===== src/rtl/eth_mgmt_csr_pkg.sv =====
// Shared definitions for the Ethernet management CSR bridge: CSR byte offsets,
// CMD/STATUS field positions and the transaction FSM state type.
package eth_mgmt_csr_pkg;

  localparam logic [15:0] OFF_DFH     = 16'h0000;
  localparam logic [15:0] OFF_ID_L    = 16'h0008;
  localparam logic [15:0] OFF_ID_H    = 16'h0010;
  localparam logic [15:0] OFF_CMD     = 16'h0028;
  localparam logic [15:0] OFF_WR_DATA = 16'h0030;
  localparam logic [15:0] OFF_RD_DATA = 16'h0038;
  localparam logic [15:0] OFF_STATUS  = 16'h0040;
  localparam logic [15:0] OFF_SCRATCH = 16'h0048;
  localparam logic [15:0] OFF_TIMEOUT = 16'h0050;

  localparam logic [63:0] DFH_VALUE = 64'h1000_0000_0000_0001;

  localparam int unsigned CMD_CH_LSB = 16;
  localparam int unsigned CMD_CH_W   = 8;
  localparam int unsigned CMD_RD_BIT = 24;
  localparam int unsigned CMD_WR_BIT = 25;

  localparam int unsigned STS_BUSY     = 0;
  localparam int unsigned STS_DONE     = 1;
  localparam int unsigned STS_ERR_TO   = 2;
  localparam int unsigned STS_ERR_BUSY = 3;
  localparam int unsigned STS_ERR_CMD  = 4;
  localparam int unsigned STS_CNT_LSB  = 32;
  localparam int unsigned STS_CNT_W    = 16;

  typedef enum logic {
    ST_IDLE = 1'b0,
    ST_BUSY = 1'b1
  } txn_state_e;

  // 8-byte CSR index as seen on mmio_addr[15:1] (mmio_addr is a 4-byte address)
  function automatic logic [14:0] csr_idx(input logic [15:0] byte_off);
    return {3'b000, byte_off[15:3]};
  endfunction

endpackage


===== src/rtl/eth_mgmt_txn_fsm.sv =====
// Single-outstanding management transaction engine: launches one read or write on
// the selected channel, waits out waitrequest, and reports completion or timeout.
module eth_mgmt_txn_fsm
  import eth_mgmt_csr_pkg::*;
#(
  parameter int unsigned NUM_CH = 4,
  parameter int unsigned ADDR_W = 16,
  parameter int unsigned DATA_W = 32
) (
  input  logic                     clk,
  input  logic                     reset_n,
  input  logic                     cmd_valid_i,
  input  logic [ADDR_W-1:0]        cmd_addr_i,
  input  logic [7:0]               cmd_ch_i,
  input  logic                     cmd_rd_i,
  input  logic                     cmd_wr_i,
  input  logic [DATA_W-1:0]        wr_data_i,
  input  logic [31:0]              timeout_i,
  input  logic [NUM_CH-1:0]        mgmt_waitrequest_i,
  input  logic [NUM_CH*DATA_W-1:0] mgmt_readdata_i,
  output logic [ADDR_W-1:0]        mgmt_address_o,
  output logic [DATA_W-1:0]        mgmt_writedata_o,
  output logic [NUM_CH-1:0]        mgmt_read_o,
  output logic [NUM_CH-1:0]        mgmt_write_o,
  output logic                     busy_o,
  output logic                     evt_start_o,
  output logic                     evt_done_o,
  output logic                     evt_rd_done_o,
  output logic [DATA_W-1:0]        rd_data_o,
  output logic                     evt_timeout_o,
  output logic                     evt_err_busy_o,
  output logic                     evt_err_cmd_o
);

  txn_state_e          state_q;
  logic [NUM_CH-1:0]   rd_q;
  logic [NUM_CH-1:0]   wr_q;
  logic [ADDR_W-1:0]   addr_q;
  logic [DATA_W-1:0]   wdata_q;
  logic [31:0]         cyc_q;

  logic [NUM_CH-1:0]   ch_onehot;
  logic                cmd_ok;
  logic                in_busy;
  logic                act_wait;
  logic [DATA_W-1:0]   rdata_sel;

  // An all-zero one-hot means the requested channel is out of range
  always_comb begin
    ch_onehot = '0;
    for (int unsigned c = 0; c < NUM_CH; c++) begin
      ch_onehot[c] = (32'(cmd_ch_i) == c);
    end
  end

  always_comb begin
    rdata_sel = '0;
    for (int unsigned c = 0; c < NUM_CH; c++) begin
      if (rd_q[c]) rdata_sel = mgmt_readdata_i[c*DATA_W +: DATA_W];
    end
  end

  assign cmd_ok   = (|ch_onehot) && (cmd_rd_i ^ cmd_wr_i);
  assign in_busy  = (state_q == ST_BUSY);
  assign act_wait = |(mgmt_waitrequest_i & (rd_q | wr_q));

  assign evt_start_o    = cmd_valid_i && !in_busy && cmd_ok;
  assign evt_err_cmd_o  = cmd_valid_i && !in_busy && !cmd_ok;
  assign evt_err_busy_o = cmd_valid_i && in_busy;
  assign evt_done_o     = in_busy && !act_wait;
  assign evt_rd_done_o  = evt_done_o && (|rd_q);
  assign evt_timeout_o  = in_busy && act_wait && (timeout_i != '0) &&
                          ((cyc_q + 32'd1) == timeout_i);
  assign rd_data_o      = rdata_sel;
  assign busy_o         = in_busy;

  assign mgmt_address_o   = addr_q;
  assign mgmt_writedata_o = wdata_q;
  assign mgmt_read_o      = rd_q;
  assign mgmt_write_o     = wr_q;

  always_ff @(posedge clk or negedge reset_n) begin
    if (!reset_n) begin
      state_q <= ST_IDLE;
      rd_q    <= '0;
      wr_q    <= '0;
      addr_q  <= '0;
      wdata_q <= '0;
      cyc_q   <= '0;
    end else begin
      case (state_q)
        ST_IDLE: begin
          if (evt_start_o) begin
            state_q <= ST_BUSY;
            addr_q  <= cmd_addr_i;
            wdata_q <= wr_data_i;
            rd_q    <= cmd_rd_i ? ch_onehot : '0;
            wr_q    <= cmd_wr_i ? ch_onehot : '0;
            cyc_q   <= '0;
          end
        end
        ST_BUSY: begin
          if (evt_done_o || evt_timeout_o) begin
            state_q <= ST_IDLE;
            rd_q    <= '0;
            wr_q    <= '0;
          end else begin
            cyc_q <= cyc_q + 32'd1;
          end
        end
        default: begin
          state_q <= ST_IDLE;
          rd_q    <= '0;
          wr_q    <= '0;
        end
      endcase
    end
  end

endmodule


===== src/rtl/eth_mgmt_csr_bridge.sv =====
// CCI-P MMIO CSR block fronting a set of Ethernet management channels: CSR decode,
// sticky status, two-stage read response pipeline, and the transaction engine.
module eth_mgmt_csr_bridge
  import eth_mgmt_csr_pkg::*;
#(
  parameter int unsigned NUM_CH      = 4,
  parameter int unsigned ADDR_W      = 16,
  parameter int unsigned DATA_W      = 32,
  parameter int unsigned TIMEOUT_RST = 1024,
  parameter logic [63:0] AFU_ID_L    = 64'h0,
  parameter logic [63:0] AFU_ID_H    = 64'h0
) (
  input  logic                     clk,
  input  logic                     reset_n,
  input  logic                     mmio_wr_en,
  input  logic                     mmio_rd_en,
  input  logic [15:0]              mmio_addr,
  input  logic [63:0]              mmio_wdata,
  input  logic [8:0]               mmio_tid,
  output logic                     mmio_rsp_valid,
  output logic [8:0]               mmio_rsp_tid,
  output logic [63:0]              mmio_rsp_data,
  output logic [ADDR_W-1:0]        mgmt_address,
  output logic [DATA_W-1:0]        mgmt_writedata,
  output logic [NUM_CH-1:0]        mgmt_read,
  output logic [NUM_CH-1:0]        mgmt_write,
  input  logic [NUM_CH*DATA_W-1:0] mgmt_readdata,
  input  logic [NUM_CH-1:0]        mgmt_waitrequest
);

  localparam logic [14:0] IDX_DFH     = csr_idx(OFF_DFH);
  localparam logic [14:0] IDX_ID_L    = csr_idx(OFF_ID_L);
  localparam logic [14:0] IDX_ID_H    = csr_idx(OFF_ID_H);
  localparam logic [14:0] IDX_CMD     = csr_idx(OFF_CMD);
  localparam logic [14:0] IDX_WR_DATA = csr_idx(OFF_WR_DATA);
  localparam logic [14:0] IDX_RD_DATA = csr_idx(OFF_RD_DATA);
  localparam logic [14:0] IDX_STATUS  = csr_idx(OFF_STATUS);
  localparam logic [14:0] IDX_SCRATCH = csr_idx(OFF_SCRATCH);
  localparam logic [14:0] IDX_TIMEOUT = csr_idx(OFF_TIMEOUT);

  logic [14:0] acc_idx;
  logic        unused_addr_lsb;
  logic        cmd_wr;
  logic        sts_wr;

  logic [63:0] cmd_q;
  logic [63:0] wr_data_q;
  logic [63:0] rd_data_q;
  logic [63:0] scratch_q;
  logic [31:0] timeout_q;
  logic        done_q;
  logic        err_to_q;
  logic        err_busy_q;
  logic        err_cmd_q;
  logic [15:0] cnt_q;

  logic        rd_v1_q;
  logic [8:0]  rd_tid1_q;
  logic [14:0] rd_idx1_q;
  logic [63:0] status_val;
  logic [63:0] csr_rdata;

  logic              fsm_busy;
  logic              fsm_start;
  logic              fsm_done;
  logic              fsm_rd_done;
  logic [DATA_W-1:0] fsm_rd_data;
  logic              fsm_timeout;
  logic              fsm_err_busy;
  logic              fsm_err_cmd;

  assign acc_idx         = mmio_addr[15:1];
  assign unused_addr_lsb = mmio_addr[0];
  assign cmd_wr          = mmio_wr_en && (acc_idx == IDX_CMD);
  assign sts_wr          = mmio_wr_en && (acc_idx == IDX_STATUS);

  eth_mgmt_txn_fsm #(
    .NUM_CH (NUM_CH),
    .ADDR_W (ADDR_W),
    .DATA_W (DATA_W)
  ) u_txn_fsm (
    .clk                (clk),
    .reset_n            (reset_n),
    .cmd_valid_i        (cmd_wr),
    .cmd_addr_i         (mmio_wdata[ADDR_W-1:0]),
    .cmd_ch_i           (mmio_wdata[CMD_CH_LSB +: CMD_CH_W]),
    .cmd_rd_i           (mmio_wdata[CMD_RD_BIT]),
    .cmd_wr_i           (mmio_wdata[CMD_WR_BIT]),
    .wr_data_i          (wr_data_q[DATA_W-1:0]),
    .timeout_i          (timeout_q),
    .mgmt_waitrequest_i (mgmt_waitrequest),
    .mgmt_readdata_i    (mgmt_readdata),
    .mgmt_address_o     (mgmt_address),
    .mgmt_writedata_o   (mgmt_writedata),
    .mgmt_read_o        (mgmt_read),
    .mgmt_write_o       (mgmt_write),
    .busy_o             (fsm_busy),
    .evt_start_o        (fsm_start),
    .evt_done_o         (fsm_done),
    .evt_rd_done_o      (fsm_rd_done),
    .rd_data_o          (fsm_rd_data),
    .evt_timeout_o      (fsm_timeout),
    .evt_err_busy_o     (fsm_err_busy),
    .evt_err_cmd_o      (fsm_err_cmd)
  );

  always_comb begin
    status_val                           = '0;
    status_val[STS_BUSY]                 = fsm_busy;
    status_val[STS_DONE]                 = done_q;
    status_val[STS_ERR_TO]               = err_to_q;
    status_val[STS_ERR_BUSY]             = err_busy_q;
    status_val[STS_ERR_CMD]              = err_cmd_q;
    status_val[STS_CNT_LSB +: STS_CNT_W] = cnt_q;
  end

  // Muxed one cycle after the read strobe so same-cycle CSR writes are visible
  always_comb begin
    csr_rdata = '0;
    case (rd_idx1_q)
      IDX_DFH:     csr_rdata = DFH_VALUE;
      IDX_ID_L:    csr_rdata = AFU_ID_L;
      IDX_ID_H:    csr_rdata = AFU_ID_H;
      IDX_CMD:     csr_rdata = cmd_q;
      IDX_WR_DATA: csr_rdata = wr_data_q;
      IDX_RD_DATA: csr_rdata = rd_data_q;
      IDX_STATUS:  csr_rdata = status_val;
      IDX_SCRATCH: csr_rdata = scratch_q;
      IDX_TIMEOUT: csr_rdata = 64'(timeout_q);
      default:     csr_rdata = '0;
    endcase
  end

  always_ff @(posedge clk or negedge reset_n) begin
    if (!reset_n) begin
      cmd_q          <= '0;
      wr_data_q      <= '0;
      rd_data_q      <= '0;
      scratch_q      <= '0;
      timeout_q      <= 32'(TIMEOUT_RST);
      done_q         <= 1'b0;
      err_to_q       <= 1'b0;
      err_busy_q     <= 1'b0;
      err_cmd_q      <= 1'b0;
      cnt_q          <= '0;
      rd_v1_q        <= 1'b0;
      rd_tid1_q      <= '0;
      rd_idx1_q      <= '0;
      mmio_rsp_valid <= 1'b0;
      mmio_rsp_tid   <= '0;
      mmio_rsp_data  <= '0;
    end else begin
      if (mmio_wr_en) begin
        case (acc_idx)
          IDX_CMD:     cmd_q     <= mmio_wdata;
          IDX_WR_DATA: wr_data_q <= mmio_wdata;
          IDX_SCRATCH: scratch_q <= mmio_wdata;
          IDX_TIMEOUT: timeout_q <= mmio_wdata[31:0];
          default: ;
        endcase
      end

      // A new event in the same cycle as a write-1-to-clear keeps the bit set
      done_q     <= (done_q && !fsm_start) || fsm_done;
      err_to_q   <= (err_to_q   && !(sts_wr && mmio_wdata[STS_ERR_TO]))   || fsm_timeout;
      err_busy_q <= (err_busy_q && !(sts_wr && mmio_wdata[STS_ERR_BUSY])) || fsm_err_busy;
      err_cmd_q  <= (err_cmd_q  && !(sts_wr && mmio_wdata[STS_ERR_CMD]))  || fsm_err_cmd;
      if (fsm_done)    cnt_q     <= cnt_q + 16'd1;
      if (fsm_rd_done) rd_data_q <= 64'(fsm_rd_data);

      rd_v1_q <= mmio_rd_en;
      if (mmio_rd_en) begin
        rd_tid1_q <= mmio_tid;
        rd_idx1_q <= acc_idx;
      end
      mmio_rsp_valid <= rd_v1_q;
      if (rd_v1_q) begin
        mmio_rsp_tid  <= rd_tid1_q;
        mmio_rsp_data <= csr_rdata;
      end
    end
  end

endmodule


===== config.mk =====
export PLATFORM = sky130hd
export DESIGN_NAME = eth_mgmt_csr_bridge
export DESIGN_NICKNAME = d
export VERILOG_FILES = /design/src/rtl/eth_mgmt_csr_pkg.sv /design/src/rtl/eth_mgmt_txn_fsm.sv /design/src/rtl/eth_mgmt_csr_bridge.sv
export SDC_FILE = /design/constraint.sdc
export NUM_CORES = 1
export LEC_CHECK = 0
export CORE_MARGIN = 2
export CORE_UTILIZATION = 40
export DETAILED_ROUTE_END_ITERATION = 12
export HOLD_SLACK_MARGIN = 0.03
export PLACE_DENSITY = 0.73
export SLEW_MARGIN = 40
export SYNTH_ARGS = -nofsm -noshare
export SYNTH_HDL_FRONTEND = slang
export SYNTH_SLANG_ARGS = --single-unit
export TNS_END_PERCENT = 30

===== constraint.sdc =====
create_clock -name clk -period 5.04 [get_ports clk]
set_input_delay 0.756 -clock clk [delete_from_list [all_inputs] [get_ports clk]]
set_output_delay 0.756 -clock clk [all_outputs]
set_load 0.01 [all_outputs]

==> out/metrics.cfg <==
[sta]
final_max_slew_viol_count=0
max_clock_freq_mhz=238
max_slew.worst_pin.slew_ps=801
clock_skew_ps=15.6
hold_viol=0
post-route-period-util=0.833
tns_ps=0
finalWorstSetupSlack_ps=840
finalSetupViolations=0
whs_ps=45.9
rsz0062_at_grt=no
relSlewSlack=0.461
final.min_clock_period_ps=4200

[place]
globalplace.congestion=0.939
io_buffers=353
dpl_cell_area_sq_um=25700
dp.final_hpwl_um=46900
preCtsSetupSlack_ps=887

[drt]
wirelength_um=68400
dr_total_vias=17100
firstDrtPassIters=8
drtAntennaViolNets=0
drtIter0Drc=1526
post-route-drc-count=0
wl_per_cell_um=22.9
routed_via_density=5.73

[floorplanning]
rows=84
die_h_um=235
initial_core_util=0.405
dieArea_sq_um=55000
top_level_ports=355
core_sq_um=52600
die_x_um=235

[yosys]
syn_avg_cell_area_sq_um=11.0
syn_nets=2168
synth_seq_cells=464
synthTopCellsByCount=dfrtp_1, mux2_2, nand2_1
netlist_instances=1941
ys_async_sr_fraction=1.00
synth_area_sq_um=21300
synth_edf_count=0
yosysWarnings=0
synth_area_leaders=dfrtp_1, mux2_2, nand2_1
synth_most_common_cell=dfrtp_1
synth_area_leader_cell=dfrtp_1
ys_seq_area_frac=0.546
synth_top_area_share=0.545
ys_types=65
ys.flop_type=dfrtp_1

[pwr]
p_per_area_nw_per_um2=292
vdd_ir_drop_max_mv=0.275
p_leak_uw=0.0124

[global_route]
grt_usage=0.247
grt_pass1_wl_um=103000
antenna_found_initial=3
gr-total-overflow=0
grt_pass1_vias=17400
grt_max_degree=127

[clock_tree]
cts.htree.levels=2
cts.sinks=464
post-cts-setup-buffers=0
numCtsBuffers=49
tritoncts=yes
cts_hold_buf=0
clk_path_buf_depth=3
cts_resized=0
clockRootBuffer=clkbuf_16
clk_pin_slew_worst_paths_ps=60
insertion_delay_ps=600

[cells_and_area]
areaGrowthSynthToFinish_pct=29.1
drive_above_1_share=0.186
multi_input_area_sq_um=8820
fin_area_sq_um=27400
regArea_sq_um=11600
fill_cells=4637
final_nets=2490

[critical_path]
required_ps=5520
cp_max_fo=9
ff2ff_path_depth=9
cp.arrival_ps=4680
worstSetupEndpointType=register
path_class=reg -> reg
start_kind=register

[min_path]
hp-class=in -> async

[status]
status=finished clean

[run]
cap_violations=0

==> critical path, stage by stage, from the launching register on <==
cell and delay (ps):
dfrtp_1 450, ha_1 260, nand3_1 270, or4_1 720, or3_1 470, xnor2_1 190, a2111oi_2 660, and3_1 640
nor3_4 150, a22o_1 260
==> power by group <==
group	total [uW]	internal (uW)	switching [uW]
clock network	3860	2330	1530
registers	3780	3760	21.4
logic	385	211	175
total	8020	6300	1720
==> routing by layer <==
| metal | part of all wire | vias up | routed length, um | GRT usage |
|---|---|---|---|---|
| met3 | 0.069 | 102 | 4700 | 0.0515 |
| met5 | 0.00037 | - | 25 | 0 |
| met4 | 0.023 | 4 | 1570 | 0.0676 |
| li1 | - | 7690 | - | - |
| met2 | 0.48 | 621 | 32500 | 0.401 |
| met1 | 0.43 | 8721 | 29500 | 0.336 |
==> stage by stage <==
step | util | power (uW) | cells
finish | 0.522 | 8020 | 2990
detailed placement | 0.489 | 4240 | 2900
CTS | 0.522 | 8100 | 2989
floorplan | - | 3900 | 1941
global placement | 0.488 | 4220 | 2899
global route | 0.522 | 8290 | 2990
==> placed cells by master, fill, tap and decap left out, types with 15 or more instances in the layout <==
| master | instances |
|---|---|
| xor2_1 | 19 |
| inv_1 | 110 |
| mux2_2 | 257 |
| a222oi_1 | 62 |
| nand3_1 | 25 |
| nand2_1 | 210 |
| a22oi_1 | 36 |
| dfrtp_1 | 460 |
| clkdlybuf4s50_1 | 351 |
| buf_4 | 44 |
| o22ai_1 | 64 |
| clkbuf_16 | 50 |
| a21oi_1 | 106 |
| o21ai_0 | 23 |
| nor4_1 | 30 |
| and3_1 | 15 |
| nor2_1 | 128 |
| nand4_1 | 26 |
| a221oi_1 | 31 |
| xnor2_1 | 38 |
==> flip-flops by register name, indices dropped and copies added, names as in the netlist, 4 cells and up <==
| name | flops |
|---|---|
| u_txn_fsm.mgmt_address_o | 16 |
| wr_data_q | 64 |
| timeout_q | 32 |
| mmio_rsp_tid | 9 |
| mmio_rsp_data | 64 |
| scratch_q | 64 |
| u_txn_fsm.mgmt_writedata_o | 32 |
| rd_tid1_q | 9 |
| u_txn_fsm.cyc_q | 32 |
| u_txn_fsm.mgmt_write_o | 4 |
| cmd_q | 64 |
| cnt_q | 16 |
| rd_idx1_q | 15 |
| u_txn_fsm.mgmt_read_o | 4 |
| rd_data_q | 32 |
==> area by class of cell <==
type,instances,area share
Sequential cell,464,0.423
Multi-Input combinational cell,1235,0.321
Timing Repair Buffer,403,0.145
Clock buffer,64,0.0512
Tap cell,688,0.0314
Inverter,110,0.0150
Clock inverter,25,0.0126
Antenna cell,1,0.0000912
==> logic make-up after synthesis <==
group | count (synthesis) | share of synthesized area
multiplexers | 267 | 0.141
flip-flops | 464 | 0.546
AO/OA/AOI/OAI | 402 | 0.134
XOR/XNOR | 57 | 0.0235
buffers and inverters | 242 | 0.0433
AND/OR/NAND/NOR | 507 | 0.111
adder cells (fa/ha/maj) | 2 | 0.00118
==> final timing paths <==
path	start	slack, ps	end
worst max-delay path	u_txn_fsm.cyc_q[0]	840	u_txn_fsm.mgmt_read_o[2]
worst min-delay path	reset_n	50	mmio_rsp_data[42]
worst max register to register	u_txn_fsm.cyc_q[0]	840	u_txn_fsm.mgmt_read_o[2]
worst min register to register	cnt_q[15]	480	cnt_q[15]
max in group asynchronous	reset_n	3930	rd_v1_q
min in group clk	cnt_q[15]	480	cnt_q[15]
Note: power is estimated with default switching activity, not from simulation.
